## config.mk

```make
export PLATFORM = sky130hd
export DESIGN_NAME = core_regfile_wbarb
export DESIGN_NICKNAME = d
export VERILOG_FILES = /design/src/rtl/core_regfile_wbarb_pkg.sv /design/src/rtl/core_regfile_sb.sv /design/src/rtl/core_regfile_wbarb.sv
export SDC_FILE = /design/constraint.sdc
export NUM_CORES = 1
export LEC_CHECK = 0
export ABC_CLOCK_PERIOD_IN_PS = 4100
export CAP_MARGIN = 20
export CORE_MARGIN = 4
export CORE_UTILIZATION = 51
export CTS_CLUSTER_SIZE = 16
export DETAILED_ROUTE_END_ITERATION = 12
export PLACE_DENSITY_LB_ADDON = 0.05
export SLEW_MARGIN = 20
export SYNTH_ARGS = -nofsm -noshare
export SYNTH_HDL_FRONTEND = slang
export SYNTH_SLANG_ARGS = --single-unit
```

## constraint.sdc

```tcl
create_clock -name g_clk -period 4.1 [get_ports g_clk]
set_clock_uncertainty 0.2 [all_clocks]
set_input_delay 0.41 -clock g_clk [delete_from_list [all_inputs] [get_ports g_clk]]
set_output_delay 0.41 -clock g_clk [all_outputs]
set_load 0.05 [all_outputs]
```

## src/rtl/core_regfile_wbarb_pkg.sv

```systemverilog
// Shared core constants and types for the register-file write-port scheduler.
package core_regfile_wbarb_pkg;

  // Data and register-address geometry of the core.
  localparam int XLEN       = 32;
  localparam int XL         = XLEN - 1;
  localparam int REG_ADDR_R = 4;
  localparam int REG_ADDR_W = REG_ADDR_R + 1;
  localparam int NREGS      = 1 << REG_ADDR_W;

  // Hard-wired zero register; never written, never pending.
  localparam logic [REG_ADDR_R:0] X0 = '0;

  // Default starvation policy; the core top may override both.
  // STARVE_W must be wide enough that 2**STARVE_W > STARVE_LIMIT.
  localparam int DEF_STARVE_LIMIT = 3;
  localparam int DEF_STARVE_W     = 2;

  // Which source owns the write port this cycle.
  typedef enum logic [1:0] {
    SRC_NONE = 2'd0,
    SRC_A    = 2'd1,
    SRC_B    = 2'd2
  } wb_src_e;

  // One writeback request as seen by the write port.
  typedef struct packed {
    logic [REG_ADDR_R:0] rd;
    logic [XL:0]         wdata;
  } wb_req_t;

  function automatic logic is_x0(input logic [REG_ADDR_R:0] r);
    return r == X0;
  endfunction

endpackage

```

## src/rtl/core_regfile_sb.sv

```systemverilog
// Pending-destination scoreboard for long-latency results, with a 3-way
// hazard lookup for the issuing instruction's rs1/rs2/rd.
module core_regfile_sb
  import core_regfile_wbarb_pkg::*;
(
  input  logic                g_clk,
  input  logic                g_resetn,
  input  logic                set_en,
  input  logic [REG_ADDR_R:0] set_rd,
  input  logic                clr_en,
  input  logic [REG_ADDR_R:0] clr_rd,
  input  logic [REG_ADDR_R:0] q_rs1,
  input  logic [REG_ADDR_R:0] q_rs2,
  input  logic [REG_ADDR_R:0] q_rd,
  output logic                sb_hit
);

  // One pending bit per architectural register except x0.
  logic [NREGS-1:1] pend_q;
  logic [NREGS-1:1] set_mask;
  logic [NREGS-1:1] clr_mask;
  logic [NREGS-1:0] pend_full;

  // Decode the set and clear requests into one-hot masks.
  always_comb begin
    // NOTE: every always_comb output gets a default first so no path leaves it unassigned (no latch).
    set_mask = '0;
    clr_mask = '0;
    for (int i = 1; i < NREGS; i++) begin
      set_mask[i] = set_en && (set_rd == REG_ADDR_W'(i));
      clr_mask[i] = clr_en && (clr_rd == REG_ADDR_W'(i));
    end
  end

  // Pending bits: a set in the same cycle as a clear of the same register wins.
  always_ff @(posedge g_clk or negedge g_resetn) begin
    // NOTE: the scoreboard is ordinary flops, not RAM, so it is reset like any other state.
    if (!g_resetn) begin
      pend_q <= '0;
    end else begin
      // NOTE: sequential state uses non-blocking assignments so all flops update from pre-edge values.
      pend_q <= (pend_q & ~clr_mask) | set_mask;
    end
  end

  // x0 maps to a constant-zero bit, so it never reports a hazard.
  assign pend_full = {pend_q, 1'b0};
  assign sb_hit    = pend_full[q_rs1] | pend_full[q_rs2] | pend_full[q_rd];

endmodule

```

## src/rtl/core_regfile_wbarb.sv

```systemverilog
// Write-port scheduler for the 2R/1W register file: arbitrates pipeline
// writeback (A) against long-latency results (B) with starvation relief,
// registers the winning write, and reports issue hazards.
module core_regfile_wbarb
  import core_regfile_wbarb_pkg::*;
#(
  parameter int STARVE_LIMIT = DEF_STARVE_LIMIT,
  parameter int STARVE_W     = DEF_STARVE_W
) (
  input  logic                g_clk,
  input  logic                g_resetn,
  input  logic                a_valid,
  output logic                a_ready,
  input  logic [REG_ADDR_R:0] a_rd,
  input  logic [XL:0]         a_wdata,
  input  logic                b_valid,
  output logic                b_ready,
  input  logic [REG_ADDR_R:0] b_rd,
  input  logic [XL:0]         b_wdata,
  input  logic                sb_set,
  input  logic [REG_ADDR_R:0] sb_rd,
  input  logic [REG_ADDR_R:0] q_rs1,
  input  logic [REG_ADDR_R:0] q_rs2,
  input  logic [REG_ADDR_R:0] q_rd,
  output logic                q_hazard,
  output logic                rf_wen,
  output logic [REG_ADDR_R:0] rf_addr,
  output logic [XL:0]         rf_wdata
);

  localparam logic [STARVE_W-1:0] STARVE_MAX = STARVE_W'(STARVE_LIMIT);

  logic [STARVE_W-1:0] cnt_q;
  logic                starved;
  wb_src_e             win;
  wb_req_t             win_req;
  logic                sb_hit;

  // Arbitration: A normally wins; once B has waited STARVE_LIMIT cycles, B wins.
  always_comb begin
    starved = (cnt_q == STARVE_MAX);
    a_ready = 1'b1;
    b_ready = !a_valid;
    win     = SRC_NONE;
    win_req = '0;
    if (starved) begin
      b_ready = 1'b1;
      a_ready = !b_valid;
    end
    if (a_valid && a_ready) begin
      win     = SRC_A;
      win_req = '{rd: a_rd, wdata: a_wdata};
    end else if (b_valid && b_ready) begin
      win     = SRC_B;
      win_req = '{rd: b_rd, wdata: b_wdata};
    end
  end

  // Starvation counter: counts consecutive cycles B is held off, saturating.
  always_ff @(posedge g_clk or negedge g_resetn) begin
    if (!g_resetn) begin
      cnt_q <= '0;
    end else if (b_valid && !b_ready) begin
      cnt_q <= starved ? cnt_q : cnt_q + STARVE_W'(1);
    end else begin
      cnt_q <= '0;
    end
  end

  // Output stage: register the winner; writes to x0 complete but never enable.
  always_ff @(posedge g_clk or negedge g_resetn) begin
    if (!g_resetn) begin
      rf_wen   <= 1'b0;
      rf_addr  <= '0;
      rf_wdata <= '0;
    end else begin
      rf_wen <= (win != SRC_NONE) && !is_x0(win_req.rd);
      if (win != SRC_NONE) begin
        rf_addr  <= win_req.rd;
        rf_wdata <= win_req.wdata;
      end
    end
  end

  core_regfile_sb u_sb (
    .g_clk    (g_clk),
    .g_resetn (g_resetn),
    .set_en   (sb_set),
    .set_rd   (sb_rd),
    .clr_en   (win == SRC_B),
    .clr_rd   (b_rd),
    .q_rs1    (q_rs1),
    .q_rs2    (q_rs2),
    .q_rd     (q_rd),
    .sb_hit   (sb_hit)
  );

  // The registered write is not visible to readers until the edge after it, and
  // there is no bypass, so a source matching it must stall. Only flops and q_*
  // feed this, keeping a_valid/b_valid out of the issue-stall path.
  assign q_hazard = sb_hit ||
                    (rf_wen && !is_x0(rf_addr) && (rf_addr == q_rs1 || rf_addr == q_rs2));

endmodule

```

=== Word level (Yosys, flattened, before mapping) ===
Index checks and enable logic that the tools add are counted.

* Register bits: 71
* Word-level logic and storage cells: 173
* Bits of input ports: 99
* Output and inout bits: 41

* Eq/ne operators: 67
* Add/sub/neg operators: 1
* Bitwise logic cells: 5
* Muxes and demuxes: 14
* Reductions and logical operators: 78
* Magnitude comparators: 3

{| class="wikitable"
|+ Operator list
! operator !! count
|-
| $eq 5x5->1 const B || 32
|-
| $eq 5x4->1 const B || 16
|-
| $mux 37 || 2
|-
| $logic_and 1x1->1 || 68
|-
| $eq 5x3->1 const B || 8
|-
| $and 31x31->31 || 1
|-
| $not 31->31 || 1
|-
| $or 31x31->31 || 1
|-
| $eq 5x2->1 const B || 4
|-
| $lt 5x6->1 const B || 3
|-
| $bmux 1 s5 || 3
|-
| $eq 5x1->1 const B || 2
|-
| $eq 5x5->1 || 2
|-
| $logic_not 5->1 || 2
|-
| $mux 2 || 4
|-
| $logic_not 1->1 || 5
|-
| $mux 1 || 5
|-
| $eq 2x2->1 const B || 2
|-
| $add 2x1->2 const B || 1
|-
| $logic_or 1x1->1 || 2
|-
| $ne 2x2->1 const B || 1
|-
| $or 1x1->1 || 2
|-
| $reduce_bool 2->1 || 1
|}

=== Longest topological paths before layout ===
Gate-level depths: netlist (run 1).

* Depth after elaboration: 10
* Gate-level depth with buffers: 7
* Mapped depth without buffers: 7

=== Cells and area by module ===
Synthesis (run 1) repeated with hierarchy kept, for this count alone.

* Cells, all modules: 446
* Area, all modules: 4,430.5 sq um

{| class="wikitable"
|+ Modules (own cells, without submodules)
! module !! area an instance (sq um) !! instances !! cells an instance !! sequential area each (sq um)
|-
| core_regfile_wbarb || 2,259.7 || 1 || 236 || 1,001.0
|-
| core_regfile_sb || 2,170.8 || 1 || 210 || 775.7
|}

=== Least setup slack after synthesis (run 1) ===
No wires, ideal clock.

* Path kind: input-to-output
* From: input port q_rs2[0]
* To: output port q_hazard
* Arrival time: 2,088 ps
* Slack: 1,402 ps
* Stages on the path: 5
* Buffers on the path: 1
* Required time: 3,490 ps
* Cells stage by stage: buf_6 mux4_1 mux2_2 a311oi_1 nand4b_1

* Cells in the longest elaborated chain, start to end: 5
* Elaborated cells between the ends (all ways): 8
* Classes of those cells: 1 x eq/ne; 2 x mux; 2 x bitwise; 3 x reduce/logical

{| class="wikitable"
|+ RTL lines
! item !! RTL line !! text
|-
| start: declaration || core_regfile_wbarb.sv:23 || <nowiki>input logic [REG_ADDR_R:0] q_rs2,</nowiki>
|-
| $bmux 1 s5 || core_regfile_sb.sv:48 || <nowiki>assign sb_hit = pend_full[q_rs1] | pend_full[q_rs2] | pend_full[q_rd];</nowiki>
|-
| $mux 1 (not written as such) || core_regfile_sb.sv:48 ||
|-
| $or 1x1->1 (2 in series) || core_regfile_sb.sv:48 ||
|-
| $logic_or 1x1->1 (*) || core_regfile_wbarb.sv:101 || <nowiki>assign q_hazard = sb_hit ||</nowiki>
|-
| end: declaration || core_regfile_wbarb.sv:25 || <nowiki>output logic q_hazard,</nowiki>
|}

Every way passes the cells marked *; elsewhere a longest branch is shown, timed or not. The select of a mux whose other input is x is not followed.

=== Worst setup path after layout (run 1) ===
Ends and elaborated chain as after synthesis.

==> run_results.csv, run 1 <==
group,metric,value,unit
outcome,status,"complete, no violations",
global_routing,grt_use_total,26.4,%
drt,vias_per_cell,6.13,
global_routing,grt-ovfl-total,0,
clocking,path_clk_slew,0.08,ns
sta,rsz0062_at_grt,"false",
placed_design,dpl.hpwl,9910,microns
global_routing,grt_max_degree,47,
power,power_density,375,mW/mm^2
floorplanning,ios,140,
power,p_seq_share,41.9,%
yosys,yosys_most_used_dff,"dfrtp_1",
power,total_power,2.25,mW
power,peakVddDrop,204,uV
sta,tns,0,ns
finish,multi_input_area,0.00242,sq mm
sta,final.period_utilization,92.7,%
global_routing,antenna_found_initial,0,
finish,register_area,0.00178,sq mm
floorplanning,row_count,33,
sta,clock.fmax,263,MHz
floorplanning,start_util,52.7,%
yosys,syn_area,0.00435,sq mm
drt,wl_per_cell,19.4,microns
finish,syn2layout_area_growth,37.6,%
yosys,yosys_warnings,0,
placed_design,portBuffers,139,
critical_path,path_class,"input port to primary output",
clocking,cts_sinks,71,
power,internal-power,1.47,mW
critical_path,crit_path_start_kind,"input port",
finish,nets,677,
drt,wl,13300,microns
critical_path,required,3.49,ns
finish,drive_above_1_share,12.2,%
sta,setup_viol,0,
yosys,synth_edf_count,0,
clocking,cts_buffer_depth,2,
floorplanning,core,0.00826,sq mm
clocking,cts_tree,"yes",
yosys,synth_cell_types,46,
global_routing,grt_first_pass_wirelength,21100,microns
floorplanning,die_w,100,microns
sta,hold_viol_final,0,
drt,via_count,4211,
critical_path,cp_max_fo,9,
floorplanning,fp.dieH,100,microns
power,p_leak,2.38,nW
power,power_frac_comb,33.6,%
drt,first_pass_iters,7,
drt,antenna_left,0,
drt,drt_iter0_drc,233,
yosys,ys_seq_area_share,40.9,%
sta,tightest_slew,0.567,ns
critical_path,cp.arrival,3.19,ns
run,cap_violations,0,
clocking,insertion_delay,0.34,ns
clocking,numCtsBuffers,9,
yosys,syn_avg_cell_area,9.77,sq um
sta,fin_crit,3.80,ns
sta,maxSlewHeadroom,62.2,%
min_path,hold_class,"register to register",
sta,finalMaxSlewViolations,0,
yosys,syn_nets,545,
yosys,ys_seq_elements,71,
clocking,cts-root-buf,"clkbuf_8",
global_routing,grt_pass1_vias,4408,
floorplanning,dieArea,0.0101,sq mm
yosys,ys_async_sr_fraction,100,%
clocking,post_cts_buffers,0,
power,switching_share,34.8,%
power,p_clk_share,24.5,%
finish,diodes,0,
drt,drc,0,
yosys,synth_cells,445,
critical_path,crit_path_end_kind,"primary output",
finish,nFillCells,651,
clocking,h-tree-depth,3,
placed_design,gp_congestion,0.955,
power,switchingPower,0.781,mW
## cell families (layout without fill, tap and decap cells)
| logic type | after synthesis | count (layout) | synth area share, % |
|---|---|---|---|
| AOI/OAI and AO/OA | 123 | 123 | 16.8 |
| xor gates and xnor gates | 10 | 10 | 2.01 |
| adders and majority gates | 1 | 1 | 0.288 |
| buffers and inverters | 32 | 169 | 3.54 |
| DFF | 71 | 71 | 40.9 |
| muxes | 69 | 69 | 21.6 |
| and+or+nand+nor | 139 | 139 | 14.9 |
## synth_stat cells, types with 3 or more instances
library cell,instances,area [sq um]
clkbuf_1,12,45.0
a311oi_1,5,43.8
xor2_1,6,52.6
nor2b_1,8,50.1
dfrtp_1,71,1780
mux2_2,39,439
nand4_1,3,18.8
nand2b_1,6,37.5
o211ai_1,4,30.0
inv_1,6,22.5
a22oi_1,4,30.0
mux4_2,7,158
o21ai_0,64,320
nand4b_1,3,26.3
buf_6,3,33.8
mux4_1,7,184
mux2i_1,16,160
nor2_1,81,304
o22ai_1,37,231
nand2_1,11,41.3
nand3_1,11,55.1
buf_1,6,22.5
xnor2_1,4,35.0
## cells in the final DEF (no fill, tap or decap), drive strengths merged, types with 6 or more instances in the layout
master / n
mux4: 14
nor2b: 8
nand2b: 6
nor2: 81
clkbuf: 12
o22ai: 37
buf: 9
clkdlybuf4s50: 137
xor2: 6
dfrtp: 71
inv: 6
mux2: 39
mux2i: 16
o21ai: 64
nand2: 11
nand3: 11
## metrics by stage
stage,instance area [sq um],util (%),std cells,worst slack [ns],hold slack [ns]
global route,5980,72.5,687,0.119,0.296
finish,5980,72.5,687,0.299,0.267
floorplan,4350,-,445,1.40,-0.0856
detailed placement,5780,70.0,670,0.318,0.250
global placement,5780,70.0,670,0.346,0.228
CTS,5970,72.3,686,0.312,0.0558
## layout make-up
class | instances | share of cell area [%]
timing repair buffer | 147 | 24.2
multi-input combinational | 342 | 40.4
clock buffer | 12 | 2.43
tap | 105 | 2.20
sequential | 71 | 29.7
clock inverter | 4 | 0.753
inverter | 6 | 0.376
## worst max-delay path, stage by stage
cell,delay [ns]
clkdlybuf4s50_1,0.74
mux4_2,0.57
o2111ai_1,0.19
o41ai_1,0.10
nor4_1,0.31
nand4b_1,0.14
clkdlybuf4s50_1,0.72
## worst paths after layout
path	slack (ns)	end	start	depth (start not counted)
setup / recovery	0.30	q_hazard	q_rs2[0]	7
hold / removal	0.27	cnt_q[0]	cnt_q[0]	1
setup reg to reg	1.71	u_sb.pend_q[7]	cnt_q[0]	7
hold reg to reg	0.27	cnt_q[0]	cnt_q[0]	1
max in group asynchronous	2.51	rf_wdata[6]	g_resetn	3
min in group asynchronous	0.41	rf_wdata[11]	g_resetn	2
## state kept, by name, indices dropped and copies added (netlist names)
| signal | count |
|---|---|
| cnt_q | 2 |
| rf_wen | 1 |
| rf_addr | 5 |
| rf_wdata | 32 |
| u_sb.pend_q | 31 |
## routing by layer
layer	part of all wire [%]	track usage (%)
met5	0	0
met3	8.2	7.23
met1	39	32.2
met2	49	44.1
met4	3.3	11.0
## what timing repair did
| item | 4_1_cts | 5_1_grt |
|---|---|---|
| hold buffers | 0 | 1 |
| gates resized for setup | 0 | 0 |
| hold endpoints to repair | 0 | 45 |
## power by group through the flow
stage	clock network (mW)	logic (mW)	registers [mW]
3_5_place_dp	0	0.750	0.947
4_1_cts	0.562	0.755	0.934
3_3_place_gp	0	0.731	0.939
5_1_grt	0.591	0.812	0.951
6_report	0.550	0.756	0.941
2_1_floorplan	0	0.336	1.04
Note: power is estimated with default switching activity, not from simulation.
==> inputs of run 2 (changes only) <==
- CORE_MARGIN: 4 -> 2
- CORE_UTILIZATION: 51 -> 40
==> run 2 against run 1 <==
- global-route usage down 2.7 points
- power down 1.0%
- maximum frequency up 0.70%
- die area up 16%
- setup slack better by 0.026 ns
- largest power group unchanged
==> run_results.csv, run 2 (synthesized netlist as in run 1, its figures left out) <==
group,metric,value,unit
outcome,status,"complete, no violations",
sta,clock.fmax,265,MHz
floorplanning,fp.dieH,108,microns
finish,final_cell_mix,"clkdlybuf4s50_1 (137), nor2_1 (81), dfrtp_1 (71), o21ai_0 (64), mux2_2 (39)",
critical_path,max_stage_delay,0.74,ns
clocking,cts_tree,"yes",
drt,wl_met2,6350,microns
finish,largest_reg_flops,32,
sta,worst_slack,0.326,ns
drt,drc,0,
global_routing,grt_max_degree,48,
clocking,cts_buffer_depth,2,
power,power_density,369,mW/mm^2
critical_path,cpMostUsedCell,"clkdlybuf4s50_1",
finish,nFillCells,1011,
global_routing,grt_first_pass_wirelength,21400,microns
finish,finish.instance_area,0.00603,sq mm
floorplanning,core,0.0107,sq mm
finish,utilization,56.1,%
clocking,h-tree-depth,3,
sta,setup_viol,0,
finish,regMostFlops,"rf_wdata",
critical_path,slowest_stage,"clkdlybuf4s50_1",
finish,register_area,0.00178,sq mm
sta,hold_viol_final,0,
global_routing,antenna_found_initial,1,
sta,fin_crit,3.77,ns
sta,tightest_slew,0.610,ns
finish,diodes,0,
critical_path,cp_max_fo,9,
finish,syn2layout_area_growth,38.7,%
clocking,numCtsBuffers,9,
placed_design,place_ws,0.329,ns
global_routing,grt-ovfl-total,0,
placed_design,dpl.hpwl,9930,microns
floorplanning,start_util,40.5,%
finish,multi_input_area,0.00242,sq mm
drt,via_count,4108,
power,p_leak,2.38,nW
critical_path,crit_path_end_kind,"primary output",
critical_path,path_class,"input port to primary output",
critical_path,cp.arrival,3.16,ns
drt,first_pass_iters,5,
drt,drt_iter0_drc,270,
drt,routed.top_layer,"met5",
clocking,cts-root-buf,"clkbuf_8",
run,cap_violations,0,
placed_design,gp_congestion,0.893,
min_path,hold_class,"register to register",
sta,maxSlewHeadroom,59.3,%
drt,antenna_left,0,
sta,final.period_utilization,92.1,%
sta,tns,0,ns
clocking,insertion_delay,0.35,ns
power,peakVddDrop,178,uV
floorplanning,ios,140,
critical_path,required,3.49,ns
placed_design,portBuffers,139,
clocking,cts_sinks,71,
drt,vias_per_cell,5.69,
drt,wl_met3,991,microns
placed_design,dpl-instance-area,0.00583,sq mm
sta,rsz0062_at_grt,"false",
finish,nets,678,
clocking,path_clk_slew,0.07,ns
global_routing,grt_pass1_vias,4056,
drt,wl_met1,5920,microns
global_routing,grt_use_total,23.7,%
finish,drive_above_1_share,12.4,%
drt,wl_per_cell,18.6,microns
floorplanning,die_w,108,microns
finish,layout_commonest_cell,"clkdlybuf4s50_1",
drt,wl,13500,microns
sta,hold_slack,0.246,ns
sta,finalMaxSlewViolations,0,
finish,top_regs,"rf_wdata: 32 flops, u_sb.pend_q: 31 flops, rf_addr: 5 flops",
floorplanning,row_count,38,
critical_path,crit_path_start_kind,"input port",
floorplanning,dieArea,0.0117,sq mm
critical_path,worstPathCellList,"clkdlybuf4s50_1, mux4_2, o2111ai_1, o41ai_1, nor4_1, nand4b_1, clkdlybuf4s50_1",
-- run 2: cell count changes in the layout (fill, tap and decap cells not counted), sizes merged --
cell	before	now
clkinv	3	0
clkinvlp	0	2
buf	9	10
bufinv	1	0
clkbuf	12	13
-- run 2: what timing repair did --
action	4_1_cts	5_1_grt
resized for setup	0	0
endpoints found under the hold margin	0	45
endpoints found under the setup margin	0	0
setup buffers	0	0
hold buffers	0	1
-- run 2: worst paths after layout --
check,slack [ns],endpoint,from,cells after the start
setup / recovery,0.33,q_hazard,q_rs2[0],7
hold / removal,0.25,cnt_q[0],cnt_q[0],1
setup reg to reg,1.71,u_sb.pend_q[4],cnt_q[0],8
hold reg to reg,0.25,cnt_q[0],cnt_q[0],1
max in group asynchronous,2.64,rf_wdata[15],g_resetn,3
min in group asynchronous,0.43,rf_wdata[27],g_resetn,2
-- run 2: power breakdown --
part | switching, mW | total (mW) | internal [mW] | leakage (nW)
clock network | 0.266 | 0.533 | 0.267 | 0.0878
logic | 0.391 | 0.748 | 0.357 | 1.45
registers | 0.130 | 0.943 | 0.814 | 0.841
-- run 2: stage by stage --
stage / total power [mW] / std cells
6_report: 2.22 / 722
5_1_grt: 2.34 / 722
4_1_cts: 2.24 / 721
3_5_place_dp: 1.70 / 706
3_3_place_gp: 1.69 / 706
2_1_floorplan: 1.37 / 445
-- run 2: per-layer routing --
metal / vias up / GRT usage, %
li1: 1929 / -
met1: 2018 / 32.0
met2: 144 / 37.5
met3: 15 / 6.63
met4: 2 / 7.05
met5: - / 0
-- run 2: area by class of cell --
class	instances	share of cell area, %
tap	140	2.91
clock inverter	2	0.249
timing repair buffer	148	24.1
inverter	6	0.374
clock buffer	13	2.80
multi-input combinational	342	40.1
sequential	71	29.5
-- run 2: worst max-delay path: cells and delay by family --
kind | cells | cell delay [ns]
muxes | 1 | 0.58
buffers and inverters | 2 | 1.45
and+or+nand+nor | 2 | 0.42
AOI/OAI and AO/OA | 2 | 0.30
==> inputs of run 3 (changes only) <==
- CORE_MARGIN: 2 -> 3
==> run 3 against run 2 <==
- non-clock buffer count down 1
- final area up 0.15%
- first-iteration DRC count down 4.4%
- register-to-register slack lost 0.13 ns
- worst hold slack got worse by 0.00092 ns
- sequential share of layout area about the same
- combinational power is essentially flat
- clock power grew 8.8%
- largest cell class unchanged
==> run_results.csv, run 3 (synthesized netlist as in run 1, its figures left out) <==
group,metric,value,unit
placed_design,gp_congestion,0.912,
finish,top_regs,"rf_wdata: 32 flops, u_sb.pend_q: 31 flops, rf_addr: 5 flops",
sta,hold_viol_final,0,
finish,finish.instance_area,0.00604,sq mm
run,cap_violations,0,
sta,finalMaxSlewViolations,0,
finish,syn2layout_area_growth,38.9,%
global_routing,antenna_found_initial,0,
finish,drive_above_1_share,12.5,%
sta,rsz0062_at_grt,"false",
global_routing,grt-ovfl-total,0,
finish,largest_reg_flops,32,
global_routing,grt_use_total,22.0,%
global_routing,top_usage_layer,"met2",
drt,via_count,4129,
power,internal-power,1.48,mW
clocking,path_clk_slew,0.07,ns
critical_path,cp.arrival,3.21,ns
power,power_density,375,mW/mm^2
drt,vias_per_cell,5.75,
placed_design,placed_cells,701,
global_routing,gr-usage-met1,27.9,%
floorplanning,ios,140,
critical_path,crit_path_end_kind,"primary output",
clocking,cts_buffer_depth,2,
clocking,cts_sinks,71,
floorplanning,dieArea,0.0122,sq mm
global_routing,grt_max_degree,43,
floorplanning,core,0.0105,sq mm
power,p_seq_share,41.3,%
finish,diodes,0,
clocking,h-tree-depth,3,
finish,utilization,57.7,%
sta,setup_viol,0,
clocking,insertion_delay,0.33,ns
power,power_frac_comb,33.1,%
finish,final_cells,718,
floorplanning,start_util,41.6,%
sta,fin_crit,3.82,ns
power,switching_share,34.5,%
finish,regMostFlops,"rf_wdata",
floorplanning,row_count,37,
placed_design,dpl-instance-area,0.00582,sq mm
sta,final.period_utilization,93.3,%
critical_path,required,3.49,ns
finish,final_cell_mix,"clkdlybuf4s50_1 (137), nor2_1 (81), dfrtp_1 (71), o21ai_0 (64), mux2_2 (39)",
clocking,cts_tree,"yes",
critical_path,cp_max_fo,9,
drt,antenna_left,0,
global_routing,grt_first_pass_wirelength,20600,microns
clocking,cts-root-buf,"clkbuf_8",
finish,nFillCells,972,
power,p_leak,2.39,nW
critical_path,path_class,"input port to primary output",
drt,drt_iter0_drc,258,
global_routing,met3_usage,6.99,%
power,p_clk_share,25.6,%
global_routing,gr-usage-met2,36.7,%
drt,wl,13400,microns
critical_path,crit_path_start_kind,"input port",
power,peakVddDrop,204,uV
outcome,status,"complete, no violations",
global_routing,grt_pass1_vias,4058,
floorplanning,die_w,110,microns
power,total_power,2.26,mW
min_path,hold_class,"register to register",
sta,clock.fmax,261,MHz
clocking,numCtsBuffers,9,
finish,nets,677,
sta,tightest_slew,0.821,ns
drt,first_pass_iters,5,
finish,layout_commonest_cell,"clkdlybuf4s50_1",
floorplanning,fp.dieH,110,microns
placed_design,portBuffers,139,
sta,maxSlewHeadroom,45.3,%
sta,tns,0,ns
drt,wl_per_cell,18.7,microns
drt,drc,0,
placed_design,dpl.hpwl,9810,microns
power,switchingPower,0.782,mW
==> run 3: per-layer routing <==
layer	vias to the layer above	wire length, microns
met5	-	0
met4	0	143
met3	11	1160
met2	157	6480
met1	2033	5630
li1	1928	-
==> run 3: worst paths after layout <==
check / slack [ns] / end / cells past startpoint / startpoint
setup reg to reg: 1.58 / u_sb.pend_q[7] / 8 / cnt_q[0]
setup / recovery: 0.28 / q_hazard / 7 / q_rs2[0]
hold reg to reg: 0.24 / cnt_q[0] / 1 / cnt_q[0]
hold / removal: 0.24 / cnt_q[0] / 1 / cnt_q[0]
min in group asynchronous: 0.49 / rf_wdata[29] / 2 / g_resetn
max in group asynchronous: 2.21 / u_sb.pend_q[13] / 3 / g_resetn
==> run 3: critical path: stages <==
cell and delay [ns]:
clkdlybuf4s50_1 0.76, mux4_2 0.58, o2111ai_1 0.20, o41ai_1 0.11, nor4_1 0.31, nand4b_1 0.13
clkdlybuf4s50_1 0.71
==> run 3: per-stage QoR <==
stage                     setup WS [ns]  hold WS (ns)
after detailed placement          0.291         0.236
after CTS                         0.283         0.247
after floorplan                    1.40       -0.0856
final                             0.275         0.245
after global routing              0.134         0.277
after global placement            0.345         0.229
==> run 3: power by group through the flow <==
stage	Clock, mW	Sequential (mW)	Combinational [mW]
finish	0.580	0.936	0.749
global route	0.630	0.948	0.807
CTS	0.604	0.930	0.753
detailed placement	0	0.944	0.749
global placement	0	0.946	0.736
floorplan	0	1.04	0.336
==> run 3: repair_timing <==
item | in CTS | in global routing
gates resized for setup | 0 | 0
hold endpoints to repair | 34 | 0
setup buffers | 0 | 0
hold buffers | 1 | 0
==> run 3: cell type report <==
class | count | area, sq um | share of cell area, %
timing repair buffer | 147 | 1440 | 23.9
clock inverter | 5 | 56.3 | 0.932
clock buffer | 11 | 151 | 2.51
multi-input combinational | 342 | 2420 | 40.0
sequential | 71 | 1780 | 29.4
inverter | 6 | 22.5 | 0.373
tap | 136 | 170 | 2.82
